$ cat config.mk
export PLATFORM = sky130hd
export DESIGN_NAME = matriz_scan_ctrl_flat
export DESIGN_NICKNAME = d
export VERILOG_FILES = /design/src/rtl/matriz_scan_ctrl_if.sv /design/src/rtl/matriz_scan_ctrl.sv /design/src/flat_wrapper.sv
export SDC_FILE = /design/constraint.sdc
export NUM_CORES = 1
export LEC_CHECK = 0
export BUFFER_PORTS_ARGS = -buffer_cell sky130_fd_sc_hd__buf_4
export CORE_ASPECT_RATIO = 0.75
export CORE_UTILIZATION = 40
export CTS_CLUSTER_DIAMETER = 80
export DETAILED_ROUTE_END_ITERATION = 8
export GPL_ROUTABILITY_DRIVEN = 0
export HOLD_SLACK_MARGIN = 0.03
export PLACE_DENSITY = 0.71
export REMOVE_ABC_BUFFERS = 1
export SYNTH_ARGS = -nofsm -noshare
export SYNTH_HDL_FRONTEND = slang
export SYNTH_SLANG_ARGS = --single-unit
$ cat constraint.sdc
create_clock -name Clock -period 1.7 [get_ports Clock]
set_input_delay 0 -clock Clock [delete_from_list [all_inputs] [get_ports Clock]]
set_output_delay 0 -clock Clock [all_outputs]
set_load 0.05 [all_outputs]
$ cat src/rtl/matriz_scan_ctrl_if.sv
// rtl/matriz_scan_ctrl_if.sv - Raw flag/enable inputs and scan/flag outputs of the LED matrix scan controller.
interface matriz_scan_ctrl_if;
   logic       Enable;
   logic       Critico_in;
   logic       Baixo_in;
   logic       Medio_in;
   logic       Alto_in;
   logic       Aspersao_in;
   logic       Gotejamento_in;
   logic [2:0] Clock_Linhas;
   logic       img_sel;
   logic       Critico;
   logic       Baixo;
   logic       Medio;
   logic       Alto;
   logic       Aspersao;
   logic       Gotejamento;
   logic       row_tick;
   logic       frame_tick;

   modport master (
      output Enable, Critico_in, Baixo_in, Medio_in, Alto_in, Aspersao_in, Gotejamento_in,
      input  Clock_Linhas, img_sel, Critico, Baixo, Medio, Alto, Aspersao, Gotejamento,
             row_tick, frame_tick
   );

   modport slave (
      input  Enable, Critico_in, Baixo_in, Medio_in, Alto_in, Aspersao_in, Gotejamento_in,
      output Clock_Linhas, img_sel, Critico, Baixo, Medio, Alto, Aspersao, Gotejamento,
             row_tick, frame_tick
   );
endinterface

$ cat src/rtl/matriz_scan_ctrl.sv
// rtl/matriz_scan_ctrl.sv - Row-scan/image-alternation timing and per-frame flag latch for the 7x5 LED matrix.
module matriz_scan_ctrl #(
   parameter int CLK_DIV        = 1000,
   parameter int ROWS           = 7,
   parameter int FRAMES_PER_IMG = 50
) (
   input  logic               Clock,
   input  logic               Reset,
   matriz_scan_ctrl_if.slave  bus
);
   localparam int PW = (CLK_DIV > 1) ? $clog2(CLK_DIV) : 1;
   localparam int FW = ($clog2(FRAMES_PER_IMG + 1) > 0) ? $clog2(FRAMES_PER_IMG + 1) : 1;
   localparam logic [PW-1:0] PRESC_MAX = PW'(CLK_DIV - 1);
   localparam logic [2:0]    ROW_MAX   = 3'(ROWS - 1);
   localparam logic [FW-1:0] FRAME_MAX = FW'(FRAMES_PER_IMG - 1);

   typedef enum logic {PRIME, RUN} state_t;

   state_t        state, state_next;
   logic [PW-1:0] presc, presc_next;
   logic [2:0]    row, row_next;
   logic [FW-1:0] frame, frame_next;
   logic          img, img_next;
   logic [5:0]    flags, flags_next, flags_san;
   logic          row_tick_q, row_tick_next;
   logic          frame_tick_q, frame_tick_next;

   // flag order: {Critico, Baixo, Medio, Alto, Aspersao, Gotejamento}
   always_comb begin
      flags_san = 6'b0;
      if (bus.Critico_in) begin
         flags_san[5] = 1'b1;
      end else begin
         if (bus.Baixo_in)      flags_san[4] = 1'b1;
         else if (bus.Medio_in) flags_san[3] = 1'b1;
         else if (bus.Alto_in)  flags_san[2] = 1'b1;
         flags_san[1] = bus.Aspersao_in;
         flags_san[0] = bus.Gotejamento_in;
      end
   end

   always_comb begin
      state_next      = state;
      presc_next      = presc;
      row_next        = row;
      frame_next      = frame;
      img_next        = img;
      flags_next      = flags;
      row_tick_next   = 1'b0;
      frame_tick_next = 1'b0;
      case (state)
         PRIME: begin
            flags_next = flags_san;
            state_next = RUN;
         end
         RUN: begin
            if (bus.Enable) begin
               if (presc == PRESC_MAX) begin
                  presc_next    = '0;
                  row_tick_next = 1'b1;
                  if (row == ROW_MAX) begin
                     // frame boundary: new flags become visible together with row 0
                     row_next        = 3'd0;
                     frame_tick_next = 1'b1;
                     flags_next      = flags_san;
                     if (frame == FRAME_MAX) begin
                        frame_next = '0;
                        img_next   = ~img;
                     end else begin
                        frame_next = frame + FW'(1);
                     end
                  end else begin
                     row_next = row + 3'd1;
                  end
               end else begin
                  presc_next = presc + PW'(1);
               end
            end
         end
         default: state_next = PRIME;
      endcase
   end

   always_ff @(posedge Clock) begin
      if (Reset) begin
         state        <= PRIME;
         presc        <= '0;
         row          <= 3'd0;
         frame        <= '0;
         img          <= 1'b0;
         flags        <= 6'b0;
         row_tick_q   <= 1'b0;
         frame_tick_q <= 1'b0;
      end else begin
         state        <= state_next;
         presc        <= presc_next;
         row          <= row_next;
         frame        <= frame_next;
         img          <= img_next;
         flags        <= flags_next;
         row_tick_q   <= row_tick_next;
         frame_tick_q <= frame_tick_next;
      end
   end

   assign bus.Clock_Linhas = row;
   assign bus.img_sel      = img;
   assign bus.Critico      = flags[5];
   assign bus.Baixo        = flags[4];
   assign bus.Medio        = flags[3];
   assign bus.Alto         = flags[2];
   assign bus.Aspersao     = flags[1];
   assign bus.Gotejamento  = flags[0];
   assign bus.row_tick     = row_tick_q;
   assign bus.frame_tick   = frame_tick_q;
endmodule

$ cat src/flat_wrapper.sv
// flat-port wrapper written by rule: the top's interface ports become plain ports
module matriz_scan_ctrl_flat 
#(
   parameter int CLK_DIV        = 1000,
   parameter int ROWS           = 7,
   parameter int FRAMES_PER_IMG = 50
)
  (Clock, Reset, bus_Enable, bus_Critico_in, bus_Baixo_in, bus_Medio_in, bus_Alto_in, bus_Aspersao_in, bus_Gotejamento_in, bus_Clock_Linhas, bus_img_sel, bus_Critico, bus_Baixo, bus_Medio, bus_Alto, bus_Aspersao, bus_Gotejamento, bus_row_tick, bus_frame_tick);
  matriz_scan_ctrl_if bus_i ();
  input  logic Clock;
  input  logic Reset;
  input wire logic [$bits(bus_i.Enable)-1:0] bus_Enable;
  input wire logic [$bits(bus_i.Critico_in)-1:0] bus_Critico_in;
  input wire logic [$bits(bus_i.Baixo_in)-1:0] bus_Baixo_in;
  input wire logic [$bits(bus_i.Medio_in)-1:0] bus_Medio_in;
  input wire logic [$bits(bus_i.Alto_in)-1:0] bus_Alto_in;
  input wire logic [$bits(bus_i.Aspersao_in)-1:0] bus_Aspersao_in;
  input wire logic [$bits(bus_i.Gotejamento_in)-1:0] bus_Gotejamento_in;
  output wire logic [$bits(bus_i.Clock_Linhas)-1:0] bus_Clock_Linhas;
  output wire logic [$bits(bus_i.img_sel)-1:0] bus_img_sel;
  output wire logic [$bits(bus_i.Critico)-1:0] bus_Critico;
  output wire logic [$bits(bus_i.Baixo)-1:0] bus_Baixo;
  output wire logic [$bits(bus_i.Medio)-1:0] bus_Medio;
  output wire logic [$bits(bus_i.Alto)-1:0] bus_Alto;
  output wire logic [$bits(bus_i.Aspersao)-1:0] bus_Aspersao;
  output wire logic [$bits(bus_i.Gotejamento)-1:0] bus_Gotejamento;
  output wire logic [$bits(bus_i.row_tick)-1:0] bus_row_tick;
  output wire logic [$bits(bus_i.frame_tick)-1:0] bus_frame_tick;
  assign bus_i.Enable = bus_Enable;
  assign bus_i.Critico_in = bus_Critico_in;
  assign bus_i.Baixo_in = bus_Baixo_in;
  assign bus_i.Medio_in = bus_Medio_in;
  assign bus_i.Alto_in = bus_Alto_in;
  assign bus_i.Aspersao_in = bus_Aspersao_in;
  assign bus_i.Gotejamento_in = bus_Gotejamento_in;
  assign bus_Clock_Linhas = bus_i.Clock_Linhas;
  assign bus_img_sel = bus_i.img_sel;
  assign bus_Critico = bus_i.Critico;
  assign bus_Baixo = bus_i.Baixo;
  assign bus_Medio = bus_i.Medio;
  assign bus_Alto = bus_i.Alto;
  assign bus_Aspersao = bus_i.Aspersao;
  assign bus_Gotejamento = bus_i.Gotejamento;
  assign bus_row_tick = bus_i.row_tick;
  assign bus_frame_tick = bus_i.frame_tick;
  matriz_scan_ctrl #(.CLK_DIV(CLK_DIV), .ROWS(ROWS), .FRAMES_PER_IMG(FRAMES_PER_IMG)) u_core (.Clock(Clock), .Reset(Reset), .bus(bus_i));
endmodule
### Word level (Yosys, flattened, before mapping)

Index checks and enable logic that the tools add are counted.

* bits in registers: 29
* bits of input ports: 9
* output and inout port bits: 12
* logic and storage cells: 45

* add/subtract/negate cells: 3
* equality and inequality tests: 6
* muxes and demuxes: 17
* bitwise gates (word level): 4
* reduce and logical (&&, ||, !) cells: 7

Operators by type and width (number)
* 2-to-1 mux 6 bit: 4
* one-hot mux 6 bit (2 select lines): 1
* adder 10 x 1 -> 10 bit, second input constant: 1
* == test 10 bit, second input constant: 1
* 2-to-1 mux 10 bit: 1
* 2-to-1 mux 1 bit: 8
* adder 6 x 1 -> 6 bit, second input constant: 1
* == test 6 bit, second input constant: 1
* inequality test 2 bit, second input constant: 3
* AND reduction 3 bit: 2
* 2-to-1 mux 5 bit: 1
* AND reduction 5 bit: 1
* NOT 1 bit: 4
* AND reduction 4 bit: 1
* OR reduction 4 bit: 1
* adder 3 x 1 -> 3 bit, second input constant: 1
* == test 3 bit, second input constant: 1
* 2-to-1 mux 3 bit: 1
* OR reduction 3 bit: 1
* 2-to-1 mux 2 bit: 1
* AND reduction 2 bit: 1

### Logic depth before layout (Yosys ltp)

* depth after elaboration: 8
* mapped depth: 6

### Worst setup path before layout

No wires, ideal clock.

* path kind: register to register
* start: reg u_core.row[1], in the netlist u_core.bus.Clock_Linhas[1]
* end: reg u_core.flags[0]
* data arrival time: 1877 ps
* required time: 1572 ps
* path slack: -305 ps
* cell stages (with the launch flop): 5
* buffers on the path: 0
* clock period less this slack: 2005 ps
* cells stage by stage: dfxtp_1 nand3b_1 o41ai_2 mux2i_1 nor2_1

* longest elaborated chain between the ends: 3

RTL lines
* from (decl): line matriz_scan_ctrl.sv:21 `logic [2:0] row, row_next;`
* from (signal assigned): line matriz_scan_ctrl.sv:97 `row <= row_next;`
* == test 3 bit: line matriz_scan_ctrl.sv:61 `if (row == ROW_MAX) begin`
* inequality test 2 bit (no line)
* AND reduction 3 bit (no line)
* to (signal assigned): line matriz_scan_ctrl.sv:100 `flags <= flags_next;`
* to (decl): line matriz_scan_ctrl.sv:24 `logic [5:0] flags, flags_next, flags_san;`

No other way between the ends.
A chain may end at the register's enable or synchronous reset.

### Worst setup path in the final report

* start: reg u_core.presc[4]
* end: reg u_core.frame[0]

* longest elaborated chain between the ends: 2

RTL lines
* from (decl): line matriz_scan_ctrl.sv:20 `logic [PW-1:0] presc, presc_next;`
* from (signal assigned): line matriz_scan_ctrl.sv:96 `presc <= presc_next;`
* == test 10 bit: line matriz_scan_ctrl.sv:58 `if (presc == PRESC_MAX) begin`
* AND reduction 4 bit (no line)
* to (signal assigned): line matriz_scan_ctrl.sv:98 `frame <= frame_next;`
* to (decl): line matriz_scan_ctrl.sv:22 `logic [FW-1:0] frame, frame_next;`

No other way between the ends.

==> run summary <==
The x dimension of the die was 67.92 µm; the number of CTS-inserted buffers was 5. The worst-case IR drop observed on VDD is 0.5631 mV. Relative area change from synthesis to final layout: 53.07%.

The multi-input combinational cells in the finished layout cover a total of 827.0 µm². The number of slew-limit violations in the final report was 0. The worst hold path terminates at u_core.frame[0]. Number of port buffers: 20.

At the pin with the least slew margin, the transition time is 0.3926 ns. Leaving out fill and tap cells, the most frequent cells in the layout are sky130_fd_sc_hd__buf_4 (45), sky130_fd_sc_hd__dfxtp_1 (27), sky130_fd_sc_hd__nor2_1 (15). Synthesis inferred 29 register bits. The flow ran to the end, but the final reports show violations. The count of flip-flops with a built-in enable after synthesis was 0. The startpoint identified for the worst hold timing path is Reset. Measured along the y axis, the die boundary spans 51.44 µm. The post-place setup slack was -0.2735 ns; the total wirelength of the detailed-routed design was 3653 µm. The length in cells of the worst reg-to-reg path works out to 4. In this run the static leakage power is 0.7603 nW. Critical path class: flip-flop to flip-flop. The tools report the nature of the critical path startpoint as a flip-flop.

The run gives 2.01 ns as the critical path arrival. The min-delay analysis places its worst path in the category primary input to flip-flop. The die covers 3494 µm². The first global-routing pass estimated 5568 µm of wire. The mean number of vias per cell works out to 5.566. Sorting the synthesized cells by area gives the leading types as sky130_fd_sc_hd__dfxtp_1 (45%), sky130_fd_sc_hd__nor2_1 (6.0%), sky130_fd_sc_hd__mux2i_1 (5.4%). The checks that failed: setup timing. The number of clock sinks came out at 29. The startpoint identified for the worst register-to-register timing path is u_core.presc[4]. For this design, the slowest cell found on the critical path is sky130_fd_sc_hd__or4_4.

Commonest non-fill, non-tap cell in the layout: sky130_fd_sc_hd__buf_4. The worst register-to-register path ends at u_core.frame[0]. For the final database, setup skew stands at 0.002078 ns. The signal on the critical path passes through or3b_4 -> or4_4 -> or3_1 -> a21oi_2. The total track usage came out at 22.07%. For the count of H-tree levels built during CTS, the log shows 2.

STA classifies the critical path endpoint as a flip-flop. The source-to-sink clock delay at the later pin of the worst-skew pair is 0.28 ns. Data on the critical path is required at its endpoint by 1.91 ns.

The count of nets left with antenna violations once routing finished came out at 0. Clock-pin slew was measured on the worst setup and hold paths at 0.06 ns. The routed length per instance is 14.97 µm. The tools report the final setup violation count as 8. Summed over all layers, the global routing overflow is 0. The logs give 2186 µm for the half-perimeter wire length after placement and 557.4 MHz for the upper clock frequency limit. For this design the ratio of total power to cell area is 714.1 nW/µm². The run gives 0 as the count of synthesis-stage warnings from yosys. Registers take 583.1 µm². The logs give 244 for the post-layout instance count excluding filler cells and -0.09410 ns for the final worst setup slack.

Global routing consumed, on the met3 layer, 5.580% of the routing resources. The mean post-synth cell area works out to 8.809 µm². The remaining design rule violation count was 0; the sequential element share of the synthesized area was 44.53%. The run gives 1,259 as the via count of the first global-routing pass. The tools report the diode insertion count for antenna repair as 0.

The core region is 3020 µm². The share of flip-flops with an asynchronous set or reset after synthesis was 0%. Post-synthesis cell type with the largest combined area: sky130_fd_sc_hd__dfxtp_1. TritonCTS built the clock tree. The detailed router finished its first iteration with 69 violations. Fill cells in the final layout number 232.

The maximum fanout along the worst path came out at 6. Setup repair after global routing could not meet its margin everywhere. The busiest layer in global routing was met2. For flop-to-flop paths, the worst setup slack is -0.09 ns. The minimum clock period after layout is 1.794 ns, and the pin count of the biggest net entering global routing is 22.

Global routing used 35.78% of the available met2 tracks. The cell area that synthesis handed to floorplanning was 1304 µm². For this run, global-route usage on met1 was measured as 26.16%.

21 I/O pins were placed. The detailed-routing iteration count for the pre-antenna-repair pass is 4, and the area share of the largest cell type after synthesis is 44.53%. The starting density of the core came out at 43.16%.

Among all flip-flop cells after synthesis, the most frequent one is sky130_fd_sc_hd__dfxtp_1. Across the run, the number of max-cap violations was 0. Detailed routing inserted a total of 1,358 vias.

After the last flow step, the layout net total stands at 217. The number of hold violations in the final report was 0; the instance count along the most critical hold path was 2. In the synthesized netlist, the number of instances is 148. Measured against its own limit, the worst slew margin works out to 73.59%.

The layout cell share with drive strength beyond 1 came out at 39.81%. The buffer cell driving the clock tree root is sky130_fd_sc_hd__clkbuf_8. The tools report the unique cell type count in the Yosys netlist as 33.

In this run, placement finished with an instance count of 227. The stage delay of the slowest cell on the critical path was 0.47 ns. Row generation in the floorplan step produced 17 rows. The maximum count of clock buffers along a single path was 2; the final worst-path cycle share was 105.5%. The number of antenna violations at the first check in global routing is 0.
per-layer routing:
| layer | wire (µm) | vias up |
|---|---|---|
| li1 | - | 637 |
| met1 | 1536 | 645 |
| met2 | 1774 | 60 |
| met3 | 220 | 16 |
| met4 | 121 | 0 |
| met5 | 0 | - |
power breakdown:
group,total [mW],switching (mW),internal (mW)
sequential,0.697,0.00703,0.690
combinational,0.115,0.0657,0.0497
clock,0.612,0.248,0.365
metrics by stage:
stage / setup TNS, ns / power [mW] / hold WS [ns] / util, % / cell area, µm²
CTS: -0.6618 / 1.431 / 0.04680 / 63.96 / 1932
global placement: -2.554 / 0.7998 / 0.2795 / 55.05 / 1663
global route: -1.542 / 1.478 / 0.07043 / 66.07 / 1996
detailed placement: -3.527 / 0.8044 / 0.3051 / 55.05 / 1663
floorplan: -3.341 / 0.7557 / 0.06907 / - / 1285
finish: -0.4211 / 1.425 / 0.05614 / 66.07 / 1996
cells in the mapped netlist, types with 2 or more instances:
library cell               number
sky130_fd_sc_hd__ha_1           3
sky130_fd_sc_hd__nor3_1         5
sky130_fd_sc_hd__a21oi_1        9
sky130_fd_sc_hd__nor2b_1        3
sky130_fd_sc_hd__nand2_1       14
sky130_fd_sc_hd__clkbuf_1       2
sky130_fd_sc_hd__o21ai_0        6
sky130_fd_sc_hd__xor2_1         3
sky130_fd_sc_hd__nand3_1        6
sky130_fd_sc_hd__mux2i_1        7
sky130_fd_sc_hd__or3_1          4
sky130_fd_sc_hd__inv_1          6
sky130_fd_sc_hd__or4_1          2
sky130_fd_sc_hd__nor4_1         3
sky130_fd_sc_hd__dfxtp_1       29
sky130_fd_sc_hd__xnor2_1        6
sky130_fd_sc_hd__nor2_1        21
sky130_fd_sc_hd__nand4_1        4
timing repair:
item                       in CTS  in global routing
hold buffers                    2                  0
setup endpoints to repair      22                 24
pin swaps                      25                  5
gates cloned                    1                  0
resized for setup              31                  8
hold endpoints to repair        2                  0
buffers inserted                4                  3
registers in the layout, summed over array words and instances, names as in the netlist:
name                     flops
u_core.bus.img_sel           1
u_core.bus.row_tick          1
u_core.flags                 6
u_core.presc                10
u_core.state                 1
u_core.frame                 6
u_core.bus.Clock_Linhas      3
u_core.bus.frame_tick        1
critical path, delay by kind of cell (launching register included):
family / cells / cell delay, ns
flip-flops: 1 / 0.31
AO/OA/AOI/OAI: 1 / 0.13
AND/OR/NAND/NOR: 3 / 1.29
kinds of logic (layout without fill, tap and decap cells):
group | after synthesis | after routing | synth area share, %
buffers and inverters | 9 | 66 | 3.167
multiplexers | 7 | 7 | 5.374
XOR/XNOR | 9 | 9 | 6.046
adder cells (fa/ha/maj) | 3 | 3 | 2.879
AND/OR/NAND/NOR | 72 | 73 | 28.89
AO/OA/AOI/OAI | 19 | 19 | 9.118
flip-flops | 29 | 29 | 44.53
layout make-up:
type,count,share of cell area [%]
Multi-Input combinational cell,111,41.44
Tap cell,38,2.382
Sequential cell,29,29.22
Clock inverter,1,0.2508
Inverter,6,1.129
Timing Repair Buffer,52,20.75
Clock buffer,7,4.828
worst max-delay path by stage:
stage	to	slack, ns	cells past startpoint	from
after global placement	u_core.frame[2]	-0.23	4	u_core.presc[3]
final	u_core.frame[0]	-0.09	4	u_core.presc[4]
after CTS	u_core.frame[4]	-0.07	5	u_core.presc[1]
after detailed placement	u_core.frame[4]	-0.27	4	u_core.presc[3]
after floorplan	u_core.frame[2]	-0.34	4	u_core.bus.Clock_Linhas[1]
after global routing	u_core.frame[0]	-0.15	4	u_core.presc[4]
Note: power is estimated with default switching activity, not from simulation.
